==> config.mk <==
export PLATFORM = sky130hd
export DESIGN_NAME = qkv_pass_scheduler
export DESIGN_NICKNAME = d
export VERILOG_FILES = /design/src/rtl/qkv_pass_scheduler_pkg.sv /design/src/rtl/qkv_pass_scheduler_tile_counter.sv /design/src/rtl/qkv_pass_scheduler.sv
export SDC_FILE = /design/constraint.sdc
export NUM_CORES = 1
export LEC_CHECK = 0
export ABC_AREA = 1
export BUFFER_PORTS_ARGS = -buffer_cell sky130_fd_sc_hd__buf_2
export CAP_MARGIN = 10
export CORE_MARGIN = 2
export CORE_UTILIZATION = 25
export CTS_CLUSTER_SIZE = 20
export DETAILED_ROUTE_END_ITERATION = 12
export PLACE_DENSITY = 0.45
export SYNTH_ARGS = -nofsm -noshare
export SYNTH_HDL_FRONTEND = slang
export SYNTH_HIERARCHICAL = 1
export SYNTH_SLANG_ARGS = --single-unit
export TNS_END_PERCENT = 100
==> constraint.sdc <==
create_clock -name clk -period 10.5 [get_ports clk]
set_clock_uncertainty 0.15 [all_clocks]
set_input_delay 0.525 -clock clk [delete_from_list [all_inputs] [get_ports clk]]
set_output_delay 0.525 -clock clk [all_outputs]
set_load 0.1 [all_outputs]
==> src/rtl/qkv_pass_scheduler_pkg.sv <==
// Shared attention types: scheduler states, Q/K/V matrix codes,
// matrices-per-head constant and the tile-width clamp helper.
package qkv_pass_scheduler_pkg;

    localparam int MATS_PER_HEAD = 3;

    typedef enum logic [2:0] {
        S_IDLE,
        S_LOAD,
        S_ISSUE,
        S_WAIT,
        S_ADVANCE,
        S_DONE
    } sched_state_t;

    typedef enum logic [1:0] {
        MAT_Q = 2'd0,
        MAT_K = 2'd1,
        MAT_V = 2'd2
    } mat_t;

    function automatic logic [15:0] min_u16(
        input logic [15:0] a,
        input logic [15:0] b
    );
        return (a < b) ? a : b;
    endfunction

endpackage

==> src/rtl/qkv_pass_scheduler_tile_counter.sv <==
// Pass iterator: remaining columns, column offset, matrix and head,
// plus the clamped pass width and the pass base address.
module qkv_tile_counter
    import qkv_pass_scheduler_pkg::*;
#(
    parameter int ADDR_WIDTH = 8,
    parameter int HEAD_W     = 4
) (
    input  logic                  clk,
    input  logic                  rst_n,
    input  logic                  init_i,
    input  logic                  adv_i,
    input  logic [15:0]           size_i,
    input  logic [15:0]           tile_w_i,
    input  logic [HEAD_W-1:0]     heads_i,
    output logic [15:0]           cols_o,
    output mat_t                  mat_o,
    output logic [HEAD_W-1:0]     head_o,
    output logic [ADDR_WIDTH-1:0] addr_o,
    output logic                  last_o
);

    logic [15:0]           rem_q, rem_d;
    logic [15:0]           off_q, off_d;
    mat_t                  mat_q, mat_d;
    logic [HEAD_W-1:0]     head_q, head_d;
    logic [ADDR_WIDTH-1:0] base_q, base_d;
    logic [15:0]           rem_left;
    logic                  mat_end;
    logic                  mat_last;

    assign cols_o   = min_u16(rem_q, tile_w_i);
    assign rem_left = rem_q - cols_o;
    assign mat_end  = (rem_left == 16'd0);
    assign mat_last = (mat_q == mat_t'(MATS_PER_HEAD - 1));
    assign last_o   = mat_end && mat_last
                   && (head_q == (heads_i - HEAD_W'(1)));

    // base_q tracks (head*3 + mat)*size by accumulation, so no multiplier
    assign addr_o = base_q + ADDR_WIDTH'(off_q);
    assign mat_o  = mat_q;
    assign head_o = head_q;

    always_comb begin
        rem_d  = rem_q;
        off_d  = off_q;
        mat_d  = mat_q;
        head_d = head_q;
        base_d = base_q;
        if (init_i) begin
            rem_d  = size_i;
            off_d  = '0;
            mat_d  = MAT_Q;
            head_d = '0;
            base_d = '0;
        end else if (adv_i && !last_o) begin
            if (mat_end) begin
                rem_d  = size_i;
                off_d  = '0;
                base_d = base_q + ADDR_WIDTH'(size_i);
                if (mat_last) begin
                    mat_d  = MAT_Q;
                    head_d = head_q + HEAD_W'(1);
                end else begin
                    mat_d = mat_t'(mat_q + 2'd1);
                end
            end else begin
                rem_d = rem_left;
                off_d = off_q + cols_o;
            end
        end
    end

    always_ff @(posedge clk or negedge rst_n) begin
        if (!rst_n) begin
            rem_q  <= '0;
            off_q  <= '0;
            mat_q  <= MAT_Q;
            head_q <= '0;
            base_q <= '0;
        end else begin
            rem_q  <= rem_d;
            off_q  <= off_d;
            mat_q  <= mat_d;
            head_q <= head_d;
            base_q <= base_d;
        end
    end

endmodule

==> src/rtl/qkv_pass_scheduler.sv <==
// Q/K/V projection pass scheduler: splits each head's Q, K and V
// matrices into PE-array tiles and sequences one pass at a time.
module qkv_pass_scheduler
    import qkv_pass_scheduler_pkg::*;
#(
    parameter int ADDR_WIDTH = 8,
    parameter int HEAD_W     = 4
) (
    input  logic                  clk,
    input  logic                  rst_n,
    input  logic                  start,
    input  logic                  abort,
    input  logic [HEAD_W-1:0]     num_heads,
    input  logic [15:0]           size_of_wq,
    input  logic [7:0]            num_pes,
    input  logic [7:0]            num_macs,
    output logic                  pe_start,
    input  logic                  pe_done,
    output logic [15:0]           workload_cols,
    output logic [1:0]            mat_sel,
    output logic [HEAD_W-1:0]     head_idx,
    output logic [ADDR_WIDTH-1:0] weight_base,
    output logic [ADDR_WIDTH-1:0] output_base,
    output logic                  busy,
    output logic                  done,
    output logic                  cfg_err
);

    sched_state_t          state_q, state_d;
    logic [HEAD_W-1:0]     heads_q;
    logic [15:0]           size_q;
    logic [7:0]            pes_q, macs_q;
    logic                  cfg_err_q, cfg_err_d;
    logic [15:0]           tile_w;
    logic                  cfg_bad;
    logic                  init, adv, last;
    logic                  accept;
    mat_t                  mat_w;
    logic [ADDR_WIDTH-1:0] addr_w;

    assign tile_w  = 16'(pes_q) * 16'(macs_q);
    assign cfg_bad = (heads_q == '0) || (size_q == '0) || (tile_w == '0);
    assign accept  = (state_q == S_IDLE) && start;

    always_comb begin
        state_d   = state_q;
        cfg_err_d = cfg_err_q;
        init      = 1'b0;
        adv       = 1'b0;
        unique case (state_q)
            S_IDLE: begin
                if (start) begin
                    state_d   = S_LOAD;
                    cfg_err_d = 1'b0;
                end
            end
            S_LOAD: begin
                if (cfg_bad) begin
                    state_d   = S_DONE;
                    cfg_err_d = 1'b1;
                end else begin
                    state_d = S_ISSUE;
                    init    = 1'b1;
                end
            end
            S_ISSUE: state_d = S_WAIT;
            S_WAIT: begin
                if (pe_done) state_d = S_ADVANCE;
            end
            S_ADVANCE: begin
                adv     = 1'b1;
                state_d = last ? S_DONE : S_ISSUE;
            end
            S_DONE: state_d = S_IDLE;
            default: state_d = S_IDLE;
        endcase
        // abort wins over everything, including a same-cycle pe_done
        if (abort && state_q != S_IDLE) begin
            state_d   = S_IDLE;
            cfg_err_d = cfg_err_q;
            init      = 1'b0;
            adv       = 1'b0;
        end
    end

    always_ff @(posedge clk or negedge rst_n) begin
        if (!rst_n) begin
            state_q   <= S_IDLE;
            cfg_err_q <= 1'b0;
            heads_q   <= '0;
            size_q    <= '0;
            pes_q     <= '0;
            macs_q    <= '0;
        end else begin
            state_q   <= state_d;
            cfg_err_q <= cfg_err_d;
            if (accept) begin
                heads_q <= num_heads;
                size_q  <= size_of_wq;
                pes_q   <= num_pes;
                macs_q  <= num_macs;
            end
        end
    end

    qkv_tile_counter #(
        .ADDR_WIDTH (ADDR_WIDTH),
        .HEAD_W     (HEAD_W)
    ) u_cnt (
        .clk      (clk),
        .rst_n    (rst_n),
        .init_i   (init),
        .adv_i    (adv),
        .size_i   (size_q),
        .tile_w_i (tile_w),
        .heads_i  (heads_q),
        .cols_o   (workload_cols),
        .mat_o    (mat_w),
        .head_o   (head_idx),
        .addr_o   (addr_w),
        .last_o   (last)
    );

    assign mat_sel     = mat_w;
    assign weight_base = addr_w;
    assign output_base = addr_w;
    assign pe_start    = (state_q == S_ISSUE) && !abort;
    assign done        = (state_q == S_DONE) && !abort;
    assign busy        = (state_q != S_IDLE);
    assign cfg_err     = cfg_err_q;

endmodule

* Yosys cells after proc, flatten, opt, wreduce, memory -nomap -nowiden
Cells that the tools add are included.
** Operators by class
- Reductions and logical operators :: 25
- Add/subtract/negate cells :: 7
- Bitwise logic cells :: 1
- Multipliers :: 1
- Mux-type cells :: 32
- Eq/ne operators :: 11
- Magnitude comparators :: 1
** Operators with widths (number)
- $mux W16 :: 7
- $logic_not A16 Y1 :: 3
- $mux W8 :: 3
- $add A16 B16 Y16 :: 1
- $add A8 B8 Y8 :: 2
- $lt A16 B16 Y1 :: 1
- $mul A8 B8 Y16 :: 1
- $mux W4 :: 4
- $sub A16 B16 Y16 :: 1
- $mux W3 :: 5
- $pmux W3 S5 :: 1
- $mux W2 :: 4
- $reduce_bool A2 Y1 :: 4
- $logic_and A1 B1 Y1 :: 7
- $mux W1 :: 7
- $eq A3 B2 Y1 const B :: 2
- $eq A3 B3 Y1 const B :: 2
- $add A4 B1 Y4 const B :: 1
- $eq A4 B4 Y1 :: 1
- $logic_not A4 Y1 :: 1
- $ne A2 B2 Y1 const B :: 2
- $reduce_and A2 Y1 :: 2
- $reduce_and A4 Y1 :: 1
- $sub A4 B1 Y4 const B :: 1
- 12 further kinds :: 14
** Word-level totals
- Bits in registers :: 86
- Input port bits :: 41

* Depth between registers and ports, before layout
Gate-level depths: netlist of the first run.
- Depth after elaboration :: 11
- Depth in mapped cells :: 56
- Depth with buffers taken out :: 53

* Hierarchy
Netlist of the first run, hierarchy kept.
** Modules (own cells, without submodules)
- qkv_pass_scheduler :: times used 1, area each 4262.8 um^2, cells an instance 618
- qkv_tile_counter :: times used 1, area each 4156.5 um^2, cells an instance 616

* Worst setup path before layout of the first run
OpenSTA, ideal clock, no wires.
- Path kind :: register to register
- Start :: register pes_q[2]
- End :: register u_cnt.mat_q[1], in the netlist u_cnt/mat_o[1]
- Period minus slack after synthesis :: 10.255 ns
- Stages on the path, launching flop included :: 50
- Path slack :: 0.245 ns
- Arrival :: 9.982 ns
- Required time :: 10.228 ns
- Buffers on the path :: 5
- Library setup time :: 0.122 ns
- Cells stage by stage :: dfrtp_1 > clkbuf_1 > nand2_1 > inv_1 > fa_1 > fa_1 > fa_1 > inv_1 > fa_1 > inv_1 > ha_1 > nand2_1 > nor2_1 > nand3_1 > nand3_1 > nand2_1 > nand2_1 > inv_1 > [14 not listed] > nor2_1 > o21ai_1 > a21oi_1 > o21ai_4 > nand2_2 > nand2_1 > nand2_1 > nand2_1 > nand2_1 > nand2_2 > nor2_2 > nand2_2 > nand2_2 > buf_6 > buf_8 > nand2_4 > nand2_1 > nand2_1
** Between the ends
- Longest elaborated chain between the ends :: 11
- Elaborated cells between the ends (all ways) :: 18
- Those cells by class :: add/sub (1); mul (1); order compare (1); mux (5); reduce/logical (10)
** RTL lines
- from (decl) :: RTL line qkv_pass_scheduler.sv:32 : logic [7:0] pes_q, macs_q;
- from (signal assigned) :: RTL line qkv_pass_scheduler.sv:100 : pes_q <= num_pes;
- $mul A8 B8 Y16 * :: RTL line qkv_pass_scheduler.sv:41 : assign tile_w = 16'(pes_q) * 16'(macs_q);
- net tile_w[15] :: RTL line qkv_pass_scheduler.sv:34 : logic [15:0] tile_w;
- $lt A16 B16 Y1 * :: RTL line qkv_pass_scheduler_pkg.sv:26 : return (a < b) ? a : b;
- $mux W16 * :: RTL line qkv_pass_scheduler_pkg.sv:26
- net workload_cols[1] :: RTL line qkv_pass_scheduler.sv:19 : output logic [15:0] workload_cols,
- $sub A16 B16 Y16 * :: RTL line qkv_pass_scheduler_tile_counter.sv:33 : assign rem_left = rem_q - cols_o;
- $logic_not A16 Y1 * :: RTL line qkv_pass_scheduler_tile_counter.sv:34 : assign mat_end = (rem_left == 16'd0);
- $logic_and A1 B1 Y1 :: RTL line qkv_pass_scheduler_tile_counter.sv:36 : assign last_o = mat_end && mat_last
- $logic_and A1 B1 Y1 :: RTL line qkv_pass_scheduler_tile_counter.sv:37 : && (head_q == (heads_i - HEAD_W'(1)));
- $logic_not A1 Y1 :: RTL line qkv_pass_scheduler_tile_counter.sv:56 : end else if (adv_i && !last_o) begin
- $logic_and A1 B1 Y1 :: RTL line qkv_pass_scheduler_tile_counter.sv:56
- $reduce_bool A2 Y1 (no source line)
- $reduce_and A2 Y1 (no source line) *
- to (signal assigned) :: RTL line qkv_pass_scheduler_tile_counter.sv:84 : mat_q <= mat_d;
- to (decl) :: RTL line qkv_pass_scheduler_tile_counter.sv:25 : mat_t mat_q, mat_d;
Mark *: on every way through the listed nets, which the timed path passes. The rest lies on a longest branch.
A chain may end at the register's enable or synchronous reset.

* Worst setup path in the final report of the first run
- Start :: register pes_q[2]
- End :: register u_cnt.rem_q[10]
** Between the ends
- Longest elaborated chain between the ends :: 10
- Elaborated cells between the ends (all ways) :: 18
- Those cells by class :: add/sub (1); mul (1); order compare (1); mux (7); reduce/logical (8)
** RTL lines
- $mul A8 B8 Y16 * :: RTL line qkv_pass_scheduler.sv:41
- net tile_w[15] :: RTL line qkv_pass_scheduler.sv:34
- $lt A16 B16 Y1 :: RTL line qkv_pass_scheduler_pkg.sv:26
- $mux W16 :: RTL line qkv_pass_scheduler_pkg.sv:26
- $sub A16 B16 Y16 :: RTL line qkv_pass_scheduler_tile_counter.sv:33
- $logic_not A16 Y1 :: RTL line qkv_pass_scheduler_tile_counter.sv:34
- $logic_and A1 B1 Y1 :: RTL line qkv_pass_scheduler_tile_counter.sv:36
- $logic_and A1 B1 Y1 :: RTL line qkv_pass_scheduler_tile_counter.sv:37
- $logic_not A1 Y1 :: RTL line qkv_pass_scheduler_tile_counter.sv:56
- $logic_and A1 B1 Y1 :: RTL line qkv_pass_scheduler_tile_counter.sv:56
- $reduce_bool A2 Y1 (no source line)
- to (signal assigned) :: RTL line qkv_pass_scheduler_tile_counter.sv:82 : rem_q <= rem_d;
- to (decl) :: RTL line qkv_pass_scheduler_tile_counter.sv:23 : logic [15:0] rem_q, rem_d;
Mark *: on every way through the listed nets, which the timed path passes. The rest lies on a longest branch. The select of a mux whose other input is x is not followed.

==> results.py, run 1 <==
metrics = {
    "global_route": {
        "antenna_found_initial": 0,
        "grt-ovfl-total": 0,
        "grt_max_degree": 52,
        "grt_pass1_vias": 7232,
        "grt_pass1_wl_microns": 38510,
        "grt.total_usage": 0.1357,
    },
    "hold_path": {
        "min_path_type": "in -> reg",
        "hold_end": "size_q[5]",
        "hold_depth": 3,
        "hold_start": "size_of_wq[5]",
    },
    "routing": {
        "drcViolationCount": 0,
        "wire_per_inst_microns": 13.34,
        "dr.pass1.iters": 5,
        "detail-route-antenna-nets": 0,
        "drtIter0Drc": 431,
        "wirelength_microns": 23220,
        "num_vias": 7381,
        "vias_per_cell": 4.242,
    },
    "logic_synthesis": {
        "yosys-top-cells-area": "dfrtp_1 23%, nand2_1 19%, ha_1 13%",
        "synth_edf_count": 0,
        "synth_top_area_cell": "dfrtp_1",
        "syn_inst": 1234,
        "yosysMostFrequentCell": "nand2_1",
        "ys_ff_latch": 78,
        "ys_top_cells_by_count": "434 x nand2_1, 223 x inv_1, 88 x ha_1, 78 x dfrtp_1, 59 x nor2_1",
        "synth_nets": 1403,
        "synth_ff_type": "dfrtp_1",
        "avgSynthCellArea_sq_um": 6.823,
        "seq_area_frac_synth": 0.2318,
        "synth_cell_types": 40,
        "syn_area_sq_um": 8419,
        "synth_warnings": 6,
        "synth_top_area_share": 0.2318,
        "synth-async-reset-ratio": 1.000,
    },
    "critical_path": {
        "cpMaxStageDelayCell": "o21ai_0",
        "critPathMaxFanout": 43,
        "worstReg2RegStart": "pes_q[2]",
        "cpMostUsedCell": "nand2_1",
        "r2r_setup_slack_ns": 1.06,
        "critical_path_arrival_ns": 9.57,
        "critPathKind": "reg -> reg",
        "reg2reg_to": "u_cnt/rem_q[10]",
        "cp-start-kind": "register",
        "rr_worst_depth": 46,
        "end_kind": "register",
        "worst_path_largest_cell_delay_ns": 0.64,
        "required_ns": 10.63,
    },
    "die": {
        "dieWidth_microns": 187.5,
        "ios": 83,
        "die_area_sq_um": 35160,
        "rows": 67,
        "die_y_microns": 187.5,
        "start_util": 0.2523,
        "core_area_sq_um": 33360,
    },
    "final_layout": {
        "layout-drive-gt1-share": 0.1068,
        "register_area_sq_um": 1952,
        "final_cell_area_sq_um": 9498,
        "nNetsFinal": 1456,
        "multi_input_area_sq_um": 5358,
        "antennaDiodeCount": 0,
        "syn2layout_area_growth_pct": 12.81,
        "fillerInstances": 3790,
    },
    "clock_network": {
        "cts_num_sinks": 78,
        "cts_root_buffer": "clkbuf_16",
        "htreeDepth": 3,
        "postCtsSetupBuffers": 0,
        "cts_tree": "built",
        "path_clk_slew_ns": 0.07,
        "clock_path_buffers": 2,
        "cts_buffers": 9,
        "clk_latency_ns": 0.35,
    },
    "flow_run": {
        "cap_violations": 0,
    },
    "outcome": {
        "status": "finished, final reports clean",
    },
    "sta": {
        "fin_crit_sh": 0.8987,
        "fmax_mhz": 106.0,
        "rsz0062_at_grt": "false",
        "fin_setup_tns_ns": 0,
        "finalHoldViolCount": 0,
        "setup_viol": 0,
        "finalMaxSlewViolations": 0,
        "slew_headroom": 0.3831,
        "worst_pin_slew_ns": 0.9220,
        "fin_crit_ns": 9.436,
    },
    "placement": {
        "placed_area_sq_um": 9180,
        "gp_congestion": 0.8461,
        "place_hpwl_microns": 18630,
        "numPortBuffers": 82,
    },
}
==> cell type report <==
type | count | share of cell area
multi-input combinational | 881 | 0.5641
tap | 448 | 0.05902
timing repair buffer | 88 | 0.04848
inverter | 229 | 0.09050
sequential | 78 | 0.2055
clock buffer | 9 | 0.02371
clock inverter | 7 | 0.008695
==> what timing repair did <==
item / CTS / global route
resized for setup: 0 / 0
endpoints found under the hold margin: 27 / 0
hold buffers: 1 / 0
==> per-layer routing <==
layer | track usage | vias up | wire [microns]
met5 | 0 | - | 0
met1 | 0.2031 | 3375 | 12450
met4 | 0.03604 | 0 | 301
met2 | 0.2055 | 107 | 9810
li1 | - | 3884 | -
met3 | 0.01610 | 15 | 652
==> worst max-delay path by stage <==
stage / start / end
2_1_floorplan: pes_q[2] / u_cnt/mat_o[1]
3_3_place_gp: pes_q[2] / u_cnt/rem_q[13]
3_5_place_dp: pes_q[2] / u_cnt/off_q[4]
4_1_cts: pes_q[2] / u_cnt/rem_q[14]
5_1_grt: macs_q[6] / u_cnt/rem_q[14]
6_report: pes_q[2] / u_cnt/rem_q[10]
==> logic make-up after synthesis <==
| logic type | after synthesis | synth area share |
|---|---|---|
| AO/OA/AOI/OAI | 106 | 0.06762 |
| XOR/XNOR | 30 | 0.03121 |
| adder cells (fa/ha/maj) | 128 | 0.2259 |
| buffers and inverters | 275 | 0.1318 |
| flip-flops | 78 | 0.2318 |
| AND/OR/NAND/NOR | 617 | 0.3116 |
==> stage by stage <==
| step | cells | util | setup WS [ns] | hold WS (ns) |
|---|---|---|---|---|
| 2_1_floorplan | 1234 | - | 0.2454 | 0.07941 |
| 3_3_place_gp | 1723 | 0.2751 | 1.053 | 0.3326 |
| 3_5_place_dp | 1723 | 0.2751 | 0.9994 | 0.3347 |
| 4_1_cts | 1740 | 0.2847 | 0.9631 | 0.2022 |
| 5_1_grt | 1740 | 0.2847 | 0.2206 | 0.2113 |
| 6_report | 1740 | 0.2847 | 1.064 | 0.2145 |
==> cells in the final DEF, fill, tap and decap left out, types with 2 or more instances in the layout <==
cell,n
o21a_1,3
nor2_2,4
inv_1,223
and2_1,2
dfrtp_1,78
nand2_1,434
nand3b_1,9
buf_2,81
xnor2_1,11
nor4_1,7
o21bai_1,3
fa_1,40
nor2_1,59
o21ai_0,37
buf_4,6
nand3_4,2
nand2_4,2
nand2_2,13
clkbuf_16,9
ha_1,88
clkinv_4,2
nand4_1,11
inv_8,2
o21ai_1,15
xor2_1,19
nor3_1,13
inv_2,6
a21oi_1,43
nand3_2,4
nor3b_2,2
nand3_1,51
==> worst max-delay path: cells and delay by family, from the launching register on <==
kind / cells / cell delay [ns]
buf+inv: 8 / 0.87
compound gates: 6 / 1.53
fa+ha+maj: 8 / 3.45
flops: 1 / 0.51
simple gates: 24 / 2.86
==> state kept, by name, summed over array words and instances, names as in the netlist, 4 cells and up <==
register,flops
heads_q,4
u_cnt/off_q,8
macs_q,8
u_cnt/base_q,8
pes_q,8
u_cnt/rem_q,16
u_cnt/head_o,4
size_q,16
Power of run 1 is not shown: default switching activity piles up to over one toggle a cycle in this logic, so the estimate is an artifact.
==> run 2, diff against run 1 <==
--- a/config.mk
+++ b/config.mk
@@ -5,14 +5,13 @@
 export SDC_FILE = /design/constraint.sdc
 export NUM_CORES = 1
 export LEC_CHECK = 0
-export ABC_AREA = 1
-export BUFFER_PORTS_ARGS = -buffer_cell sky130_fd_sc_hd__buf_2
 export CAP_MARGIN = 10
 export CORE_MARGIN = 2
 export CORE_UTILIZATION = 25
 export CTS_CLUSTER_SIZE = 20
 export DETAILED_ROUTE_END_ITERATION = 12
-export PLACE_DENSITY = 0.45
+export DONT_BUFFER_PORTS = 1
+export PLACE_DENSITY = 0.43
 export SYNTH_ARGS = -nofsm -noshare
 export SYNTH_HDL_FRONTEND = slang
 export SYNTH_HIERARCHICAL = 1
==> results.py, run 2 <==
metrics = {
    "final_layout": {
        "syn2layout_area_growth_pct": 15.54,
        "layout-drive-gt1-share": 0.1470,
        "post-route-util": 0.2944,
        "mostFrequentLayoutCell": "inv_1",
        "final_cell_area_sq_um": 9603,
        "layout_common_cells": "109 x inv_1, 87 x ha_1, 78 x dfrtp_1",
        "top_regs": "size_q x16, u_cnt/rem_q x16",
        "fillerInstances": 3472,
        "nNetsFinal": 1103,
    },
    "sta": {
        "worst_pin_slew_ns": 1.126,
        "fin_crit_sh": 0.9427,
        "fmax_mhz": 101.0,
        "fin_setup_tns_ns": 0,
        "fin_crit_ns": 9.899,
        "slew_headroom": 0.2478,
        "rsz0062_at_grt": "false",
        "finalMaxSlewViolations": 0,
        "finalHoldViolCount": 0,
        "setup_viol": 0,
    },
    "critical_path": {
        "cp-start-kind": "register",
        "critPathMaxFanout": 9,
        "required_ns": 10.59,
        "cpMostUsedCell": "fa_1",
        "worst_path_largest_cell_delay_ns": 0.54,
        "cpMaxStageDelayCell": "fa_1",
        "critPathKind": "reg -> reg",
        "end_kind": "register",
        "critical_path_arrival_ns": 9.99,
    },
    "die": {
        "rows": 66,
        "ios": 83,
        "core_area_sq_um": 32620,
        "dieWidth_microns": 186.3,
        "die_y_microns": 186.3,
        "start_util": 0.2548,
        "die_area_sq_um": 34720,
    },
    "clock_network": {
        "clk_latency_ns": 0.36,
        "clock_path_buffers": 2,
        "cts_root_buffer": "clkbuf_16",
        "cts_buffers": 9,
        "htreeDepth": 3,
        "cts_tree": "built",
        "cts_num_sinks": 78,
        "path_clk_slew_ns": 0.06,
    },
    "hold_path": {
        "min_path_type": "in -> reg",
    },
    "outcome": {
        "status": "finished, final reports clean",
    },
    "logic_synthesis": {
        "ys_ff_latch": 78,
        "synth-async-reset-ratio": 1.000,
        "synth_top_area_cell": "dfrtp_1",
        "synth_cell_types": 82,
        "yosys-top-cells-area": "dfrtp_1 23%, ha_1 13%, fa_1 9.6%",
        "synth_edf_count": 0,
        "yosysMostFrequentCell": "inv_1",
        "avgSynthCellArea_sq_um": 9.054,
        "synth_warnings": 6,
        "syn_area_sq_um": 8312,
        "synth_nets": 1087,
        "ys_top_cells_by_count": "110 x inv_1, 88 x ha_1, 78 x dfrtp_1, 62 x nand2_1, 52 x nor2_1",
        "synth_ff_type": "dfrtp_1",
        "synth_top_area_share": 0.2348,
        "seq_area_frac_synth": 0.2348,
        "syn_inst": 918,
    },
    "global_route": {
        "grt_pass1_wl_microns": 37800,
        "grt-ovfl-total": 0,
        "grt_max_degree": 79,
        "grt_pass1_vias": 6662,
        "grt.total_usage": 0.1361,
        "antenna_found_initial": 1,
    },
    "routing": {
        "wire_per_inst_microns": 16.62,
        "drcViolationCount": 0,
        "wirelength_microns": 22990,
        "detail-route-antenna-nets": 0,
        "num_vias": 6574,
        "dr.pass1.iters": 5,
        "drtIter0Drc": 315,
        "vias_per_cell": 4.753,
    },
    "placement": {
        "gp_congestion": 0.8389,
        "numPortBuffers": 0,
        "placed_area_sq_um": 9240,
        "place_hpwl_microns": 18760,
    },
    "flow_run": {
        "cap_violations": 0,
    },
}
[run 2: cell count changes after synthesis, moves of 12 or more]
cell      previous run  this run
nand2_1            434        62
inv_1              223       110
and2_1               2        51
nand3_1             51        14
mux2_2               0        36
a21o_1               0        16
nand2b_1             0        16
clkbuf_1            27        13
xnor2_1             11        25
mux2i_1              0        13
nand2_2             13         0
o21ai_1             15         3
[run 2: final cells by class]
class,count,area [sq um],share of cell area
antenna,2,5.005,0.0005212
timing repair buffer,39,495.5,0.05160
inverter,110,412.9,0.04300
clock buffer,10,229.0,0.02384
clock inverter,6,70.07,0.007296
multi-input combinational,696,5886,0.6129
sequential,78,1952,0.2033
tap,442,553.0,0.05759
[run 2: critical path: cells and delay by family, from the launching register on]
| kind | cells | cell delay (ns) |
|---|---|---|
| buffers and inverters | 5 | 0.39 |
| XOR/XNOR | 1 | 0.19 |
| flip-flops | 1 | 0.49 |
| AO/OA/AOI/OAI | 12 | 2.92 |
| AND/OR/NAND/NOR | 11 | 2.20 |
| adder cells (fa/ha/maj) | 8 | 3.43 |
[run 2: metrics by stage]
step                      setup WS [ns]  std cells  hold slack (ns)
final                            0.6014       1383           0.1565
after detailed placement         0.3896       1362          0.08603
after global placement           0.4367       1359          0.08545
after global routing            0.03104       1382           0.1509
after CTS                        0.3330       1380           0.1426
after floorplan                 0.02260        918          0.07941
[run 2: path summary, 6_finish.rpt]
kind,start,endpoint,slack [ns],depth (start not counted)
hold / removal,size_of_wq[12],size_q[12],0.16,1
min in group asynchronous,rst_n,pes_q[0],0.57,2
setup reg to reg,pes_q[2],state_q[1],0.60,37
setup / recovery,pes_q[2],state_q[1],0.60,37
hold reg to reg,size_q[12],size_q[12],0.40,1
max in group asynchronous,rst_n,u_cnt/rem_q[3],9.26,2
[run 2: per-layer routing]
metal  up-vias  global-route usage  wire length (microns)  share of wire
met4         0             0.03323                    248          0.011
met2       111              0.2091                   9996           0.43
met3        15             0.01918                    718          0.031
li1       3249                   -                      -              -
met5         -                   0                      0              0
met1      3199              0.1999                  12030           0.52
[run 2: kinds of logic after synthesis]
| logic type | synth area share |
|---|---|
| xor gates and xnor gates | 0.04320 |
| adders and majority gates | 0.2288 |
| buffers and inverters | 0.07211 |
| AOI/OAI and AO/OA | 0.1701 |
| DFF | 0.2348 |
| and+or+nand+nor | 0.1838 |
| muxes | 0.06714 |
[run 2: repair_timing]
action,CTS,global route
hold buffers,2,0
gates resized for setup,0,3
buffers inserted,0,1
setup endpoints to repair,0,36
hold endpoints to repair,78,0
Power of run 2 is left out for the same reason.
==> run 3, diff against run 2 <==
--- a/config.mk
+++ b/config.mk
@@ -7,11 +7,11 @@
 export LEC_CHECK = 0
 export CAP_MARGIN = 10
 export CORE_MARGIN = 2
-export CORE_UTILIZATION = 25
+export CORE_UTILIZATION = 50
 export CTS_CLUSTER_SIZE = 20
 export DETAILED_ROUTE_END_ITERATION = 12
 export DONT_BUFFER_PORTS = 1
-export PLACE_DENSITY = 0.43
+export PLACE_DENSITY = 0.7
 export SYNTH_ARGS = -nofsm -noshare
 export SYNTH_HDL_FRONTEND = slang
 export SYNTH_HIERARCHICAL = 1
==> results.py, run 3 (synthesis gave the netlist of run 2 again) <==
metrics = {
    "sta": {
        "setup_viol": 0,
        "fin_setup_tns_ns": 0,
        "hold-worst-slack_ns": 0.1845,
        "finalHoldViolCount": 0,
        "finalMaxSlewViolations": 0,
        "fmax_mhz": 101.2,
        "worst_pin_slew_ns": 1.172,
        "rsz0062_at_grt": "false",
        "fin_crit_ns": 9.878,
        "fin_crit_sh": 0.9407,
        "slew_headroom": 0.2186,
    },
    "critical_path": {
        "critPathTopFamily": "adder cells",
        "worstReg2RegStart": "pes_q[2]",
        "critPathKind": "reg -> reg",
        "rr_worst_depth": 36,
        "cpMaxStageDelayCell": "fa_1",
        "end_kind": "register",
        "critical_path_arrival_ns": 9.95,
        "cpMostUsedCell": "fa_1",
        "worst_path_largest_cell_delay_ns": 0.54,
        "crit_buf_inv": 4,
        "required_ns": 10.58,
        "reg2reg_to": "state_q[1]",
        "critPathMaxFanout": 9,
        "r2r_setup_slack_ns": 0.62,
        "cp-start-kind": "register",
    },
    "global_route": {
        "grt-ovfl-total": 0,
        "met1_usage": 0.3646,
        "grt.total_usage": 0.2366,
        "antenna_found_initial": 1,
        "use_met2": 0.3443,
        "met3_usage": 0.04061,
        "busiest_layer": "met1",
        "grt_pass1_wl_microns": 33800,
        "grt_max_degree": 79,
        "grt_pass1_vias": 6565,
    },
    "final_layout": {
        "register_area_sq_um": 1952,
        "fillerInstances": 1431,
        "nNetsFinal": 1094,
        "syn2layout_area_growth_pct": 11.59,
        "multi_input_area_sq_um": 5909,
        "top_regs": "size_q x16, u_cnt/rem_q x16",
        "layout-drive-gt1-share": 0.1430,
        "fin_cells": 1151,
        "mostFrequentLayoutCell": "inv_1",
        "layout_common_cells": "109 x inv_1, 87 x ha_1, 78 x dfrtp_1",
        "post-route-util": 0.5653,
    },
    "hold_path": {
        "hold_start": "size_of_wq[4]",
        "hold_end": "size_q[4]",
        "min_path_type": "in -> reg",
        "hold_depth": 1,
    },
    "clock_network": {
        "htreeDepth": 3,
        "cts_tree": "built",
        "clock_path_buffers": 2,
        "cts_buffers": 9,
        "clk_latency_ns": 0.34,
        "postCtsSetupBuffers": 0,
        "cts_root_buffer": "clkbuf_16",
        "path_clk_slew_ns": 0.06,
        "cts_num_sinks": 78,
    },
    "routing": {
        "wirelength_microns": 20120,
        "vias_per_cell": 5.794,
        "wire_per_inst_microns": 17.48,
        "drcViolationCount": 0,
        "drtIter0Drc": 473,
        "detail-route-antenna-nets": 0,
        "num_vias": 6669,
        "dr.pass1.iters": 5,
    },
    "die": {
        "start_util": 0.5066,
        "dieWidth_microns": 132.9,
        "die_area_sq_um": 17670,
        "ios": 83,
        "core_area_sq_um": 16410,
        "rows": 47,
        "die_y_microns": 132.9,
    },
    "placement": {
        "gp_congestion": 0.9295,
        "place_hpwl_microns": 16060,
        "dpl.cell_count": 1132,
        "numPortBuffers": 0,
    },
    "outcome": {
        "status": "finished, final reports clean",
    },
    "flow_run": {
        "cap_violations": 0,
    },
}
==> run 3: layer usage <==
metal / vias to the layer above / routed length, microns
met3: 19 / 1254
met4: 0 / 250
met1: 3232 / 9978
met5: - / 0
met2: 185 / 8639
li1: 3233 / -
==> run 3: timing repair <==
action | 4_1_cts | 5_1_grt
resized for setup | 0 | 7
endpoints found under the setup margin | 0 | 40
hold buffers | 2 | 0
endpoints found under the hold margin | 78 | 0
==> run 3: layout make-up <==
type                    count  share of cell area
diodes                      1           0.0002698
clock buffers              12             0.02873
clock inverters             4            0.003103
inverters                 110             0.04452
multi-input cells         696              0.6371
flip-flops and latches     78              0.2104
well taps                 220             0.02968
repair buffers             30             0.04614
==> run 3: worst max path at each step <==
stage                     startpoint               to  depth (start not counted)
after global placement      pes_q[3]  u_cnt/base_q[5]                         31
after detailed placement    pes_q[3]  u_cnt/head_o[2]                         33
after CTS                   pes_q[3]  u_cnt/head_o[2]                         33
after floorplan            macs_q[4]  u_cnt/rem_q[10]                         36
final                       pes_q[2]       state_q[1]                         36
after global routing        pes_q[2]       state_q[1]                         36
==> run 3: stage by stage <==
step,area (sq um),setup slack [ns]
floorplan,8323,0.02260
global placement,8820,0.5452
detailed placement,8902,0.3784
CTS,9235,0.3472
global route,9275,0.006852
finish,9275,0.6222
Power of run 3 is left out for the same reason.
